## config.mk

```make
export PLATFORM = sky130hd
export DESIGN_NAME = i2c_reg_bridge
export DESIGN_NICKNAME = d
export VERILOG_FILES = /design/src/rtl/tcpc_pkg.sv /design/src/rtl/i2c_reg_bridge.sv
export SDC_FILE = /design/constraint.sdc
export NUM_CORES = 1
export LEC_CHECK = 0
export BUFFER_PORTS_ARGS = -buffer_cell sky130_fd_sc_hd__clkbuf_2
export CORE_UTILIZATION = 52
export CTS_BUF_LIST = sky130_fd_sc_hd__clkbuf_4 sky130_fd_sc_hd__clkbuf_8 sky130_fd_sc_hd__clkbuf_16
export CTS_CLUSTER_SIZE = 10
export DETAILED_ROUTE_END_ITERATION = 10
export HOLD_SLACK_MARGIN = 0.02
export PLACE_DENSITY = 0.8
export SKIP_CTS_REPAIR_TIMING = 1
export SLEW_MARGIN = 25
export SYNTH_ARGS = -nofsm -noshare
export SYNTH_HDL_FRONTEND = slang
export SYNTH_SLANG_ARGS = --single-unit
```

## constraint.sdc

```tcl
create_clock -name CLK -period 2.78 [get_ports CLK]
set_clock_uncertainty 0.15 [all_clocks]
set_input_delay 0.139 -clock CLK [delete_from_list [all_inputs] [get_ports CLK]]
set_output_delay 0.139 -clock CLK [all_outputs]
set_load 0.05 [all_outputs]
```

## src/rtl/tcpc_pkg.sv

```systemverilog
// Shared types and constants for the tcpc I2C-to-register path.
package tcpc_pkg;

    localparam int TCPC_ADDR_W = 8;
    localparam int TCPC_DATA_W = 16;

    localparam logic [7:0] RD_ERR_BYTE = 8'hFF;

    typedef enum logic [2:0] {
        S_IDLE,
        S_WR_PTR,
        S_WR_DATA,
        S_WR_ACC,
        S_RD_WAIT,
        S_RD_ACC
    } state_t;

    // Where a transaction goes after a start/stop event (stop dominates).
    function automatic state_t event_state(input logic stop, input logic start,
                                           input logic rd, input state_t normal);
        if (stop)
            return S_IDLE;
        else if (start)
            return rd ? S_RD_WAIT : S_WR_PTR;
        else
            return normal;
    endfunction

endpackage

```

## src/rtl/i2c_reg_bridge.sv

```systemverilog
// Turns I2C start/stop/byte events into byte register accesses with an auto-incrementing pointer.
// Request one cycle after the byte event, done one cycle after ACK; BUSY stretches SCL meanwhile, timeout abandons.
module i2c_reg_bridge
    import tcpc_pkg::*;
#(
    parameter int ACK_TIMEOUT = 64
) (
    input  logic                   CLK,
    input  logic                   RESET_N,
    input  logic                   START,
    input  logic                   STOP,
    input  logic                   RD_MODE,
    input  logic                   RX_VALID,
    input  logic [7:0]             RX_BYTE,
    input  logic                   TX_REQ,
    output logic [7:0]             TX_BYTE,
    output logic                   TX_VALID,
    output logic                   BUSY,
    output logic                   ERR,
    output logic                   REQUEST,
    output logic                   RNW,
    output logic [TCPC_ADDR_W-1:0] ADDR,
    output logic [TCPC_DATA_W-1:0] WR_DATA,
    input  logic [TCPC_DATA_W-1:0] RD_DATA,
    input  logic                   ACK
);

    localparam int TO_W = $clog2(ACK_TIMEOUT + 1);

    state_t                   state, state_nxt;
    logic [TCPC_ADDR_W-1:0]   ptr, ptr_nxt;
    logic [TO_W-1:0]          to_cnt, to_nxt;
    logic                     pend_stop, pend_stop_nxt;
    logic                     pend_start, pend_start_nxt;
    logic                     pend_rd, pend_rd_nxt;

    logic [7:0]               tx_byte_nxt;
    logic                     tx_valid_nxt, busy_nxt, err_nxt, req_nxt, rnw_nxt;
    logic [TCPC_ADDR_W-1:0]   addr_nxt;
    logic [TCPC_DATA_W-1:0]   wr_data_nxt;

    logic                     in_acc, done, expire;

    // Only the low byte of read data is ever returned to the master.
    logic unused_rd_hi;
    assign unused_rd_hi = ^RD_DATA[TCPC_DATA_W-1:8];

    assign in_acc = (state == S_WR_ACC) || (state == S_RD_ACC);
    assign done   = in_acc && REQUEST && ACK;
    assign expire = in_acc && REQUEST && !ACK && (to_cnt == TO_W'(ACK_TIMEOUT - 1));

    always_comb begin
        state_nxt      = state;
        ptr_nxt        = ptr;
        to_nxt         = to_cnt;
        pend_stop_nxt  = pend_stop;
        pend_start_nxt = pend_start;
        pend_rd_nxt    = pend_rd;
        tx_byte_nxt    = TX_BYTE;
        tx_valid_nxt   = 1'b0;
        err_nxt        = 1'b0;
        busy_nxt       = BUSY;
        req_nxt        = REQUEST;
        rnw_nxt        = RNW;
        addr_nxt       = ADDR;
        wr_data_nxt    = WR_DATA;

        if (!in_acc) begin
            if (STOP) begin
                state_nxt = S_IDLE;
            end else if (START) begin
                state_nxt = RD_MODE ? S_RD_WAIT : S_WR_PTR;
            end else begin
                if (RX_VALID) begin
                    case (state)
                        S_WR_PTR: begin
                            ptr_nxt   = RX_BYTE;
                            state_nxt = S_WR_DATA;
                        end
                        S_WR_DATA: begin
                            req_nxt     = 1'b1;
                            busy_nxt    = 1'b1;
                            rnw_nxt     = 1'b0;
                            addr_nxt    = ptr;
                            wr_data_nxt = {8'h00, RX_BYTE};
                            to_nxt      = '0;
                            state_nxt   = S_WR_ACC;
                        end
                        default: err_nxt = 1'b1;
                    endcase
                end
                if (TX_REQ) begin
                    if (state == S_RD_WAIT) begin
                        req_nxt   = 1'b1;
                        busy_nxt  = 1'b1;
                        rnw_nxt   = 1'b1;
                        addr_nxt  = ptr;
                        to_nxt    = '0;
                        state_nxt = S_RD_ACC;
                    end else begin
                        err_nxt = 1'b1;
                    end
                end
            end
        end else begin
            if (STOP) begin
                pend_stop_nxt = 1'b1;
            end else if (START) begin
                pend_start_nxt = 1'b1;
                pend_rd_nxt    = RD_MODE;
            end
            if (RX_VALID || TX_REQ)
                err_nxt = 1'b1;

            if (done || expire) begin
                req_nxt  = 1'b0;
                busy_nxt = 1'b0;
                ptr_nxt  = ptr + 8'd1;
                if (expire)
                    err_nxt = 1'b1;
                if (state == S_RD_ACC) begin
                    tx_valid_nxt = 1'b1;
                    tx_byte_nxt  = done ? RD_DATA[7:0] : RD_ERR_BYTE;
                end
                // An event seen during the access replaces the normal return state.
                state_nxt = event_state(pend_stop_nxt, pend_start_nxt, pend_rd_nxt,
                                        (state == S_RD_ACC) ? S_RD_WAIT : S_WR_DATA);
                pend_stop_nxt  = 1'b0;
                pend_start_nxt = 1'b0;
                pend_rd_nxt    = 1'b0;
            end else begin
                to_nxt = to_cnt + TO_W'(1);
            end
        end
    end

    always_ff @(posedge CLK) begin
        if (!RESET_N) begin
            state      <= S_IDLE;
            ptr        <= '0;
            to_cnt     <= '0;
            pend_stop  <= 1'b0;
            pend_start <= 1'b0;
            pend_rd    <= 1'b0;
            TX_BYTE    <= '0;
            TX_VALID   <= 1'b0;
            BUSY       <= 1'b0;
            ERR        <= 1'b0;
            REQUEST    <= 1'b0;
            RNW        <= 1'b1;
            ADDR       <= '0;
            WR_DATA    <= '0;
        end else begin
            state      <= state_nxt;
            ptr        <= ptr_nxt;
            to_cnt     <= to_nxt;
            pend_stop  <= pend_stop_nxt;
            pend_start <= pend_start_nxt;
            pend_rd    <= pend_rd_nxt;
            TX_BYTE    <= tx_byte_nxt;
            TX_VALID   <= tx_valid_nxt;
            BUSY       <= busy_nxt;
            ERR        <= err_nxt;
            REQUEST    <= req_nxt;
            RNW        <= rnw_nxt;
            ADDR       <= addr_nxt;
            WR_DATA    <= wr_data_nxt;
        end
    end

endmodule

```

== After elaboration in Yosys (flattened, before gate mapping) ==
Cells that the tools add are included.

* Register bits: 50
* Input port bits: 32
* Output and inout port bits: 37
* Logic and storage cells: 120

* Add/sub/neg operators: 2
* Equality and inequality tests: 10
* Multiplexer cells: 73
* Bitwise logic cells: 3
* Reductions and logical operators: 18

{| class="wikitable"
|+ Operators with widths
! kind !! count
|-
| $mux W8 || 11
|-
| $mux W7 || 8
|-
| $mux W1 || 41
|-
| $mux W3 || 12
|-
| $reduce_and A3 Y1 || 5
|-
| $reduce_and A5 Y1 || 2
|-
| $add A8 B1 Y8 const B || 1
|-
| $add A7 B1 Y7 const B || 1
|-
| $eq A7 B6 Y1 const B || 1
|-
| $eq A3 B2 Y1 const B || 2
|-
| $eq A3 B3 Y1 const B || 2
|-
| $ne A2 B1 Y1 const B || 3
|-
| $pmux W3 S2 || 1
|-
| $logic_and A1 B1 Y1 || 4
|-
| $reduce_bool A2 Y1 || 2
|-
| $eq A3 B1 Y1 const B || 1
|-
| $logic_or A1 B1 Y1 || 3
|-
| $not A1 Y1 || 3
|-
| $ne A2 B2 Y1 const B || 1
|-
| $reduce_or A2 Y1 || 1
|-
| $logic_not A1 Y1 || 1
|}

== Logic depth before layout (Yosys ltp) ==
Gate-level depths: netlist (run 1).

* Word-level depth: 9
* Gate-level depth with buffers: 8

== Worst setup path before layout (run 1) ==
Ideal clock, no wire load.

* Path kind: register to register
* Start point: register REQUEST
* End point: register ptr[0]
* Setup time: 0.116 ns
* Data arrival time: 1.989 ns
* Data required time: 2.514 ns
* Path slack: 0.525 ns
* Cell stages (with the launch flop): 6
* Buffers on the path: 0
* Clock period less this slack: 2.255 ns
* Cell sequence: dfxtp_1 inv_1 o41ai_4 a22oi_2 and3_2 a31o_2

* Cells in the longest elaborated chain, start to end: 6
* Elaborated cells on any way between the ends: 7
* Those cells by class: eq/ne (1); reduce/logical (6)

{| class="wikitable"
|+ RTL lines
! element !! RTL line !! text
|-
| start: declaration || i2c_reg_bridge.sv:20 || <nowiki>output logic REQUEST,</nowiki>
|-
| start signal: assignment || i2c_reg_bridge.sv:164 || <nowiki>REQUEST <= req_nxt;</nowiki>
|-
| $logic_and A1 B1 Y1 (*) || i2c_reg_bridge.sv:49, i2c_reg_bridge.sv:50 ||
|-
| $logic_and A1 B1 Y1 (2 in a row) || i2c_reg_bridge.sv:50 || <nowiki>assign expire = in_acc && REQUEST && !ACK && (to_cnt == TO_W'(ACK_TIMEOUT - 1));</nowiki>
|-
| $logic_or A1 B1 Y1 (*) || i2c_reg_bridge.sv:115 || <nowiki>if (done || expire) begin</nowiki>
|-
| $ne A2 B1 Y1 (no source line) (*) || - ||
|-
| $reduce_and A5 Y1 (no source line) (*) || - ||
|-
| end signal: assignment || i2c_reg_bridge.sv:155 || <nowiki>ptr <= ptr_nxt;</nowiki>
|-
| end: declaration || i2c_reg_bridge.sv:31 || <nowiki>logic [TCPC_ADDR_W-1:0] ptr, ptr_nxt;</nowiki>
|}

Mark *: on every way between the ends. The rest lies on a longest branch, timed or not.
A chain may end at the register's enable or synchronous reset.

== Final worst setup path (run 1) ==
* Start point: register state[2]
* End point: register ERR

* Cells in the longest elaborated chain, start to end: 9
* Elaborated cells on any way between the ends: 21
* Those cells by class: eq/ne (5); mux (9); reduce/logical (7)

{| class="wikitable"
|+ RTL lines
! element !! RTL line !! text
|-
| start: declaration || i2c_reg_bridge.sv:30 || <nowiki>state_t state, state_nxt;</nowiki>
|-
| start signal: assignment || i2c_reg_bridge.sv:154 || <nowiki>state <= state_nxt;</nowiki>
|-
| $eq A3 B2 Y1 or $eq A3 B1 Y1 (tied branches) || i2c_reg_bridge.sv:75 || <nowiki>case (state)</nowiki>
|-
| $reduce_or A2 Y1 (no source line) || - ||
|-
| $mux W1 || i2c_reg_bridge.sv:75 ||
|-
| $mux W1 || i2c_reg_bridge.sv:74 || <nowiki>if (RX_VALID) begin</nowiki>
|-
| $mux W1 || i2c_reg_bridge.sv:93 || <nowiki>if (state == S_RD_WAIT) begin</nowiki>
|-
| $mux W1 || i2c_reg_bridge.sv:92 || <nowiki>if (TX_REQ) begin</nowiki>
|-
| $mux W1 || i2c_reg_bridge.sv:71 || <nowiki>end else if (START) begin</nowiki>
|-
| $mux W1 || i2c_reg_bridge.sv:69 || <nowiki>if (STOP) begin</nowiki>
|-
| $mux W1 (*) || i2c_reg_bridge.sv:68 || <nowiki>if (!in_acc) begin</nowiki>
|-
| end signal: assignment || i2c_reg_bridge.sv:163 || <nowiki>ERR <= err_nxt;</nowiki>
|-
| end: declaration || i2c_reg_bridge.sv:19 || <nowiki>output logic ERR,</nowiki>
|}

Marks and branches as above.

==> key figures, run 1 <==
Status
  – Status: finished clean

Placement
  – # port buffers: between 50 and 60
  – Worst slack, placed: around 0.58 ns
  – Hpwl dp: roughly 3500 um
  – Placer congestion estimate: between 0.8 and 0.9
  – Area post-placement: ~0.0026 sq mm
  – Placed insts: roughly 360

Clocking
  – Worst-skew pair later-pin latency: 0.31 ns
  – CTS tree: yes
  – Clock sinks: 50
  – CTS Buf Count: 5
  – Longest Clk Path Bufs: 2
  – H-tree levels: 2
  – Clk pin slew, worst setup/hold paths: ~0.090 ns
  – Root buffer cell: clkbuf_8

Timing
  – Hold Violations, Final: 0
  – Min setup slack post-route: ~0.35 ns
  – Worst-Margin Slew: about 0.64 ns
  – Setup TNS: 0 ns
  – Hold WS: 0.0238 ns
  – Tcrit/Tclk final: between 80% and 90%
  – Final setup fails: 0
  – Peak Freq: roughly 0.41 GHz
  – Unrepaired setup endpoints after global routing: no
  – Rel. slew slack: between 50% and 60%
  – Final worst path period need: between 2 and 2.5 ns
  – Max-slew violations: 0

Power
  – Cell Pwr Density: ~470 mW/mm^2
  – Peak VDD IR: around 410 uV
  – Tot Pwr: ~1.4 mW
  – Leakage: roughly 1.3 nW

GRT
  – Overall Global Routing Usage: a little over a fifth
  – Number of global-route vias before repair: approximately 1.9k
  – Global route total overflow: 0
  – Largest net degree at the start of global routing: 26
  – First-pass GRT wire length: slightly above 8000 um
  – Initial antenna violation count: 0

Synth
  – Async set or reset register ratio after synthesis: 0%
  – Synthesized instance count: 263
  – Area share of the largest cell type after synthesis: about two fifths
  – Yosys top cell by area: dfxtp_1
  – Syn Area/Cell: 9.18 sq um
  – Post-synth EDFFs: 0
  – Synth warn: 0
  – Cell variety after synth: 55
  – Area contributors post-synth: dfxtp_1, mux2i_1, nor2_1, o221a_2, a21oi_1
  – Post-Synthesis Cell Area: approximately 0.0024 sq mm
  – Sequential share of the synthesized area: 41.5%
  – Dominant synthesized flop cell: dfxtp_1
  – Yosys reg bits: 50

Worst setup path
  – Worst Reg2Reg Path Length in Cells: 7
  – CP Launch Type: flip-flop
  – Reg2Reg Setup Slack: 0.35 ns
  – Data arrival, critical path: ~2.5 ns
  – Worst Path Required: around 2.9 ns
  – Critical path peak fanout: 14
  – Setup Crit Path Kind: flip-flop to flip-flop
  – Worst Setup End Kind: flip-flop

Die
  – Die span in x: about 70 um
  – Die area: 0.00492 sq mm
  – CORE AREA: ~0.0044 sq mm
  – Num rows: 24
  – # IOs: 69
  – Die height: roughly 70 um
  – Initial Util: a little over half

Cells and area
  – Nets: about 360
  – Layout cells sized above 1: approximately 27%
  – Fin cells: between 300 and 400
  – Most frequent cells in the layout: clkbuf_2, dfxtp_1, nor2_1
  – Commonest non-fill, non-tap cell in the layout: clkbuf_2
  – Final core occ: approximately two thirds
  – Area growth, synth to finish: 21.1%
  – Cell area after layout: 0.00293 sq mm
  – Ant diodes: 0

Detailed routing
  – WL final: 5280 um
  – Drc violations: 0
  – Initial drt markers: 171
  – Vias: 2136
  – WL/cell: around 14 um
  – Vias per cell: 5.61
  – First-pass DRT Iterations: 4
  – Post-route ant nets: 0

Hold path
  – Hold Crit Depth: 3
  – Worst Hold Class: primary input to flip-flop

Flow run
  – Max-Cap Viols: 0
## power by group
group	leakage, nW	internal (mW)	total, mW	switching [mW]
sequential	0.403	0.719	0.724	0.00524
combinational	0.796	0.0463	0.120	0.0735
clock	0.0548	0.278	0.519	0.241
## layer usage
layer	vias to the layer above	part of all wire, %	global-route usage (%)
li1	1065	-	-
met1	996	44	24.8
met2	69	49	36.0
met3	6	5.4	6.49
met4	0	1.3	8.67
met5	-	0	0
## critical path: stages, from the launching register on
cell           delay (ns)
dfxtp_1              0.56
xor2_2               0.24
and2_1               0.20
buf_4                0.21
nand3b_1             0.12
nor3_1               0.17
o311a_1              0.17
dlygate4sd3_1        0.54
## worst paths after layout
path / startpoint / end
max: state[2] / ERR
min reg2reg: BUSY / BUSY
max reg2reg: state[2] / ERR
min: STOP / pend_stop
## logic make-up (layout without fill, tap and decap cells)
family	after synthesis	count (layout)	share of synthesized area, %
buffers and inverters	30	89	8.24
XOR/XNOR	1	1	0.674
AND/OR/NAND/NOR	95	95	19.2
multiplexers	19	19	7.98
other	1	8	0.155
adder cells (fa/ha/maj)	2	2	1.04
AO/OA/AOI/OAI	65	65	21.2
flip-flops	50	50	41.5
## state kept, by name (all words and copies together), names as in the netlist, 3 cells and up
name     cells
ADDR         8
TX_BYTE      8
WR_DATA      8
ptr          8
to_cnt       7
state        3
## Yosys cell counts, drive strengths merged, types with 3 or more instances
master / n
dfxtp: 50
nor2: 37
nand2: 20
a21oi: 19
mux2i: 17
buf: 16
o221a: 9
clkbuf: 8
nand3: 7
nor3: 6
o211ai: 6
and3: 5
inv: 5
o21ai: 5
nand3b: 4
o31ai: 4
o211a: 3
## cell type report
class | instances | area [sq um]
clock buffers | 6 | 76.3
clock inverters | 2 | 37.5
fillers | 368 | 1490
inverters | 5 | 18.8
multi-input cells | 190 | 1240
flip-flops and latches | 50 | 1000
well taps | 52 | 65.1
repair buffers | 76 | 485
Power figures use the tool's default switching activity.
==> run 2, diff against run 1 <==
--- a/config.mk
+++ b/config.mk
@@ -6,12 +6,14 @@
 export NUM_CORES = 1
 export LEC_CHECK = 0
 export BUFFER_PORTS_ARGS = -buffer_cell sky130_fd_sc_hd__clkbuf_2
-export CORE_UTILIZATION = 52
+export CELL_PAD_IN_SITES_DETAIL_PLACEMENT = 1
+export CELL_PAD_IN_SITES_GLOBAL_PLACEMENT = 2
+export CORE_UTILIZATION = 30
 export CTS_BUF_LIST = sky130_fd_sc_hd__clkbuf_4 sky130_fd_sc_hd__clkbuf_8 sky130_fd_sc_hd__clkbuf_16
 export CTS_CLUSTER_SIZE = 10
 export DETAILED_ROUTE_END_ITERATION = 10
 export HOLD_SLACK_MARGIN = 0.02
-export PLACE_DENSITY = 0.8
+export PLACE_DENSITY_LB_ADDON = 0.1
 export SKIP_CTS_REPAIR_TIMING = 1
 export SLEW_MARGIN = 25
 export SYNTH_ARGS = -nofsm -noshare
==> key figures, run 2 (synthesized netlist as in run 1, its figures left out) <==
Status
  – Status: finished clean

Cells and area
  – Layout cells sized above 1: 27.8% (+0.44 points)
  – Ant diodes: 0 (unchanged)
  – Commonest non-fill, non-tap cell in the layout: clkbuf_2
  – Most frequent cells in the layout: clkbuf_2, dfxtp_1, nor2_1
  – Area growth, synth to finish: 24.4%
  – Fin cells: 433 (+14%)
  – Nets: 364 (+0.55%)

Timing
  – Unrepaired setup endpoints after global routing: no
  – Hold Violations, Final: 0 (unchanged)
  – Tcrit/Tclk final: 89.8% (+2.5 points)
  – Setup TNS: 0 ns (unchanged)
  – Worst-Margin Slew: 0.718 ns (+0.0754 ns)
  – Final worst path period need: 2.50 ns (+0.0704 ns)
  – Max-slew violations: 0 (unchanged)
  – Peak Freq: 0.400 GHz (-2.8%)
  – Final setup fails: 0 (unchanged)
  – Rel. slew slack: 52.2% (-5.0 points)
  – Min setup slack post-route: 0.283 ns (-0.0704 ns)

Die
  – Die height: 91.7 um (+31%)
  – Die area: 0.00841 sq mm (+71%)
  – Die span in x: 91.7 um (+31%)
  – Num rows: 32 (+33%)
  – # IOs: 69 (unchanged)
  – CORE AREA: 0.00777 sq mm (+76%)
  – Initial Util: 31.1% (-24 points)

Clocking
  – Longest Clk Path Bufs: 2 (unchanged)
  – Worst-skew pair later-pin latency: 0.30 ns (about the same)
  – H-tree levels: 2 (unchanged)
  – Clk pin slew, worst setup/hold paths: 0.09 ns (about the same)
  – Clock sinks: 50 (unchanged)
  – Root buffer cell: clkbuf_8
  – CTS Buf Count: 5 (unchanged)
  – CTS tree: yes

Hold path
  – Hold path startpoint: STOP
  – Worst Hold Class: primary input to flip-flop

Worst setup path
  – Data arrival, critical path: 2.60 ns (+0.06 ns)
  – Setup Crit Path Kind: flip-flop to flip-flop
  – Crit-path leading delay family: buffers and inverters
  – Worst Setup End Kind: flip-flop
  – CP cell instances: xor2_2, and2_1, buf_4, nand3b_1, nor3_1, o311a_1, dlygate4sd3_1
  – Critical path's largest stage delay: 0.56 ns (about the same)
  – Crit. Startpoint: state[2]
  – Crit-path slowest cell: dfxtp_1
  – Buf/Inv on CP: 2 (unchanged)
  – Worst Path Required: 2.88 ns (about the same)
  – R2r startpoint: state[2]
  – CP Launch Type: flip-flop
  – Critical path peak fanout: 14 (unchanged)

Power
  – Int Power: 1.06 mW (+1.2%)
  – Peak VDD IR: 193 uV (-53%)
  – Comb power frac: 9.0% (+0.2 points)
  – Reg power frac: 52.4% (-0.7 points)
  – Sw frac: 23.5% (+0.092 points)
  – Clock network fraction of design power: 38.6% (+0.5 points)
  – Cell Pwr Density: 460 mW/mm^2 (-1.3%)
  – Net Sw Power: 0.325 mW (+1.8%)
  – Leakage: 1.27 nW (+1.1%)
  – Tot Pwr: 1.38 mW (+1.4%)

Detailed routing
  – Post-route ant nets: 0 (unchanged)
  – Drc violations: 0 (unchanged)
  – Initial drt markers: 57 (-67%)
  – WL/cell: 14.7 um (+5.8%)
  – Vias per cell: 4.97 (-11%)
  – First-pass DRT Iterations: 4 (unchanged)
  – Vias: 2151 (+0.70%)
  – WL final: 6350 um (+20%)

GRT
  – Initial antenna violation count: 0 (unchanged)
  – Global route total overflow: 0 (unchanged)
  – Largest net degree at the start of global routing: 25 (-3.8%)
  – Overall Global Routing Usage: 15.4% (-5.9 points)
  – Number of global-route vias before repair: 2055 (+9.9%)
  – First-pass GRT wire length: 10200 um (+24%)

Placement
  – Placed insts: 407 (+15%)
  – Worst slack, placed: 0.514 ns (-0.0682 ns)
  – Hpwl dp: 4480 um (+27%)
  – # port buffers: 52 (unchanged)
  – Placer congestion estimate: 0.744 (-13%)

Flow run
  – Max-Cap Viols: 0 (unchanged)
run 2: worst min-delay path: stages:
cell      delay (ns)
clkbuf_2        0.15
a21oi_1         0.08
nor2_1          0.08
run 2: layout make-up:
class                   instances  area, sq um
fillers                       930         4760
repair buffers                 78          500
well taps                     102          128
multi-input cells             190         1240
clock inverters                 1         30.0
flip-flops and latches         50         1000
clock buffers                   7         83.8
inverters                       5         18.8
run 2: stage by stage:
step	area [sq um]	utilization [%]	hold WS, ns
5_1_grt	3000	38.7	0.0734
4_1_cts	2820	36.3	-0.0649
3_3_place_gp	2710	34.9	0.249
6_report	3000	38.7	0.0277
3_5_place_dp	2710	34.9	0.257
2_1_floorplan	2440	-	0.128
run 2: path summary, 6_finish.rpt:
| path | endpoint | slack [ns] | cells after the start |
|---|---|---|---|
| worst max register to register | ERR | 0.28 | 7 |
| worst max-delay path | ERR | 0.28 | 7 |
| worst min register to register | BUSY | 0.33 | 2 |
| worst min-delay path | pend_stop | 0.03 | 3 |
run 2: per-layer routing:
layer	vias up	part of all wire (%)	global-route usage [%]
li1	1068	-	-
met4	0	0.99	4.69
met3	5	4.0	3.48
met1	1032	48	20.2
met2	46	47	25.1
met5	-	0	0
run 2: power by group through the flow:
stage / clock, mW / combinational [mW] / sequential, mW
2_1_floorplan: 0 / 0.0792 / 0.741
3_3_place_gp: 0 / 0.106 / 0.741
3_5_place_dp: 0 / 0.106 / 0.741
4_1_cts: 0.560 / 0.106 / 0.725
5_1_grt: 0.585 / 0.136 / 0.726
6_report: 0.533 / 0.124 / 0.724
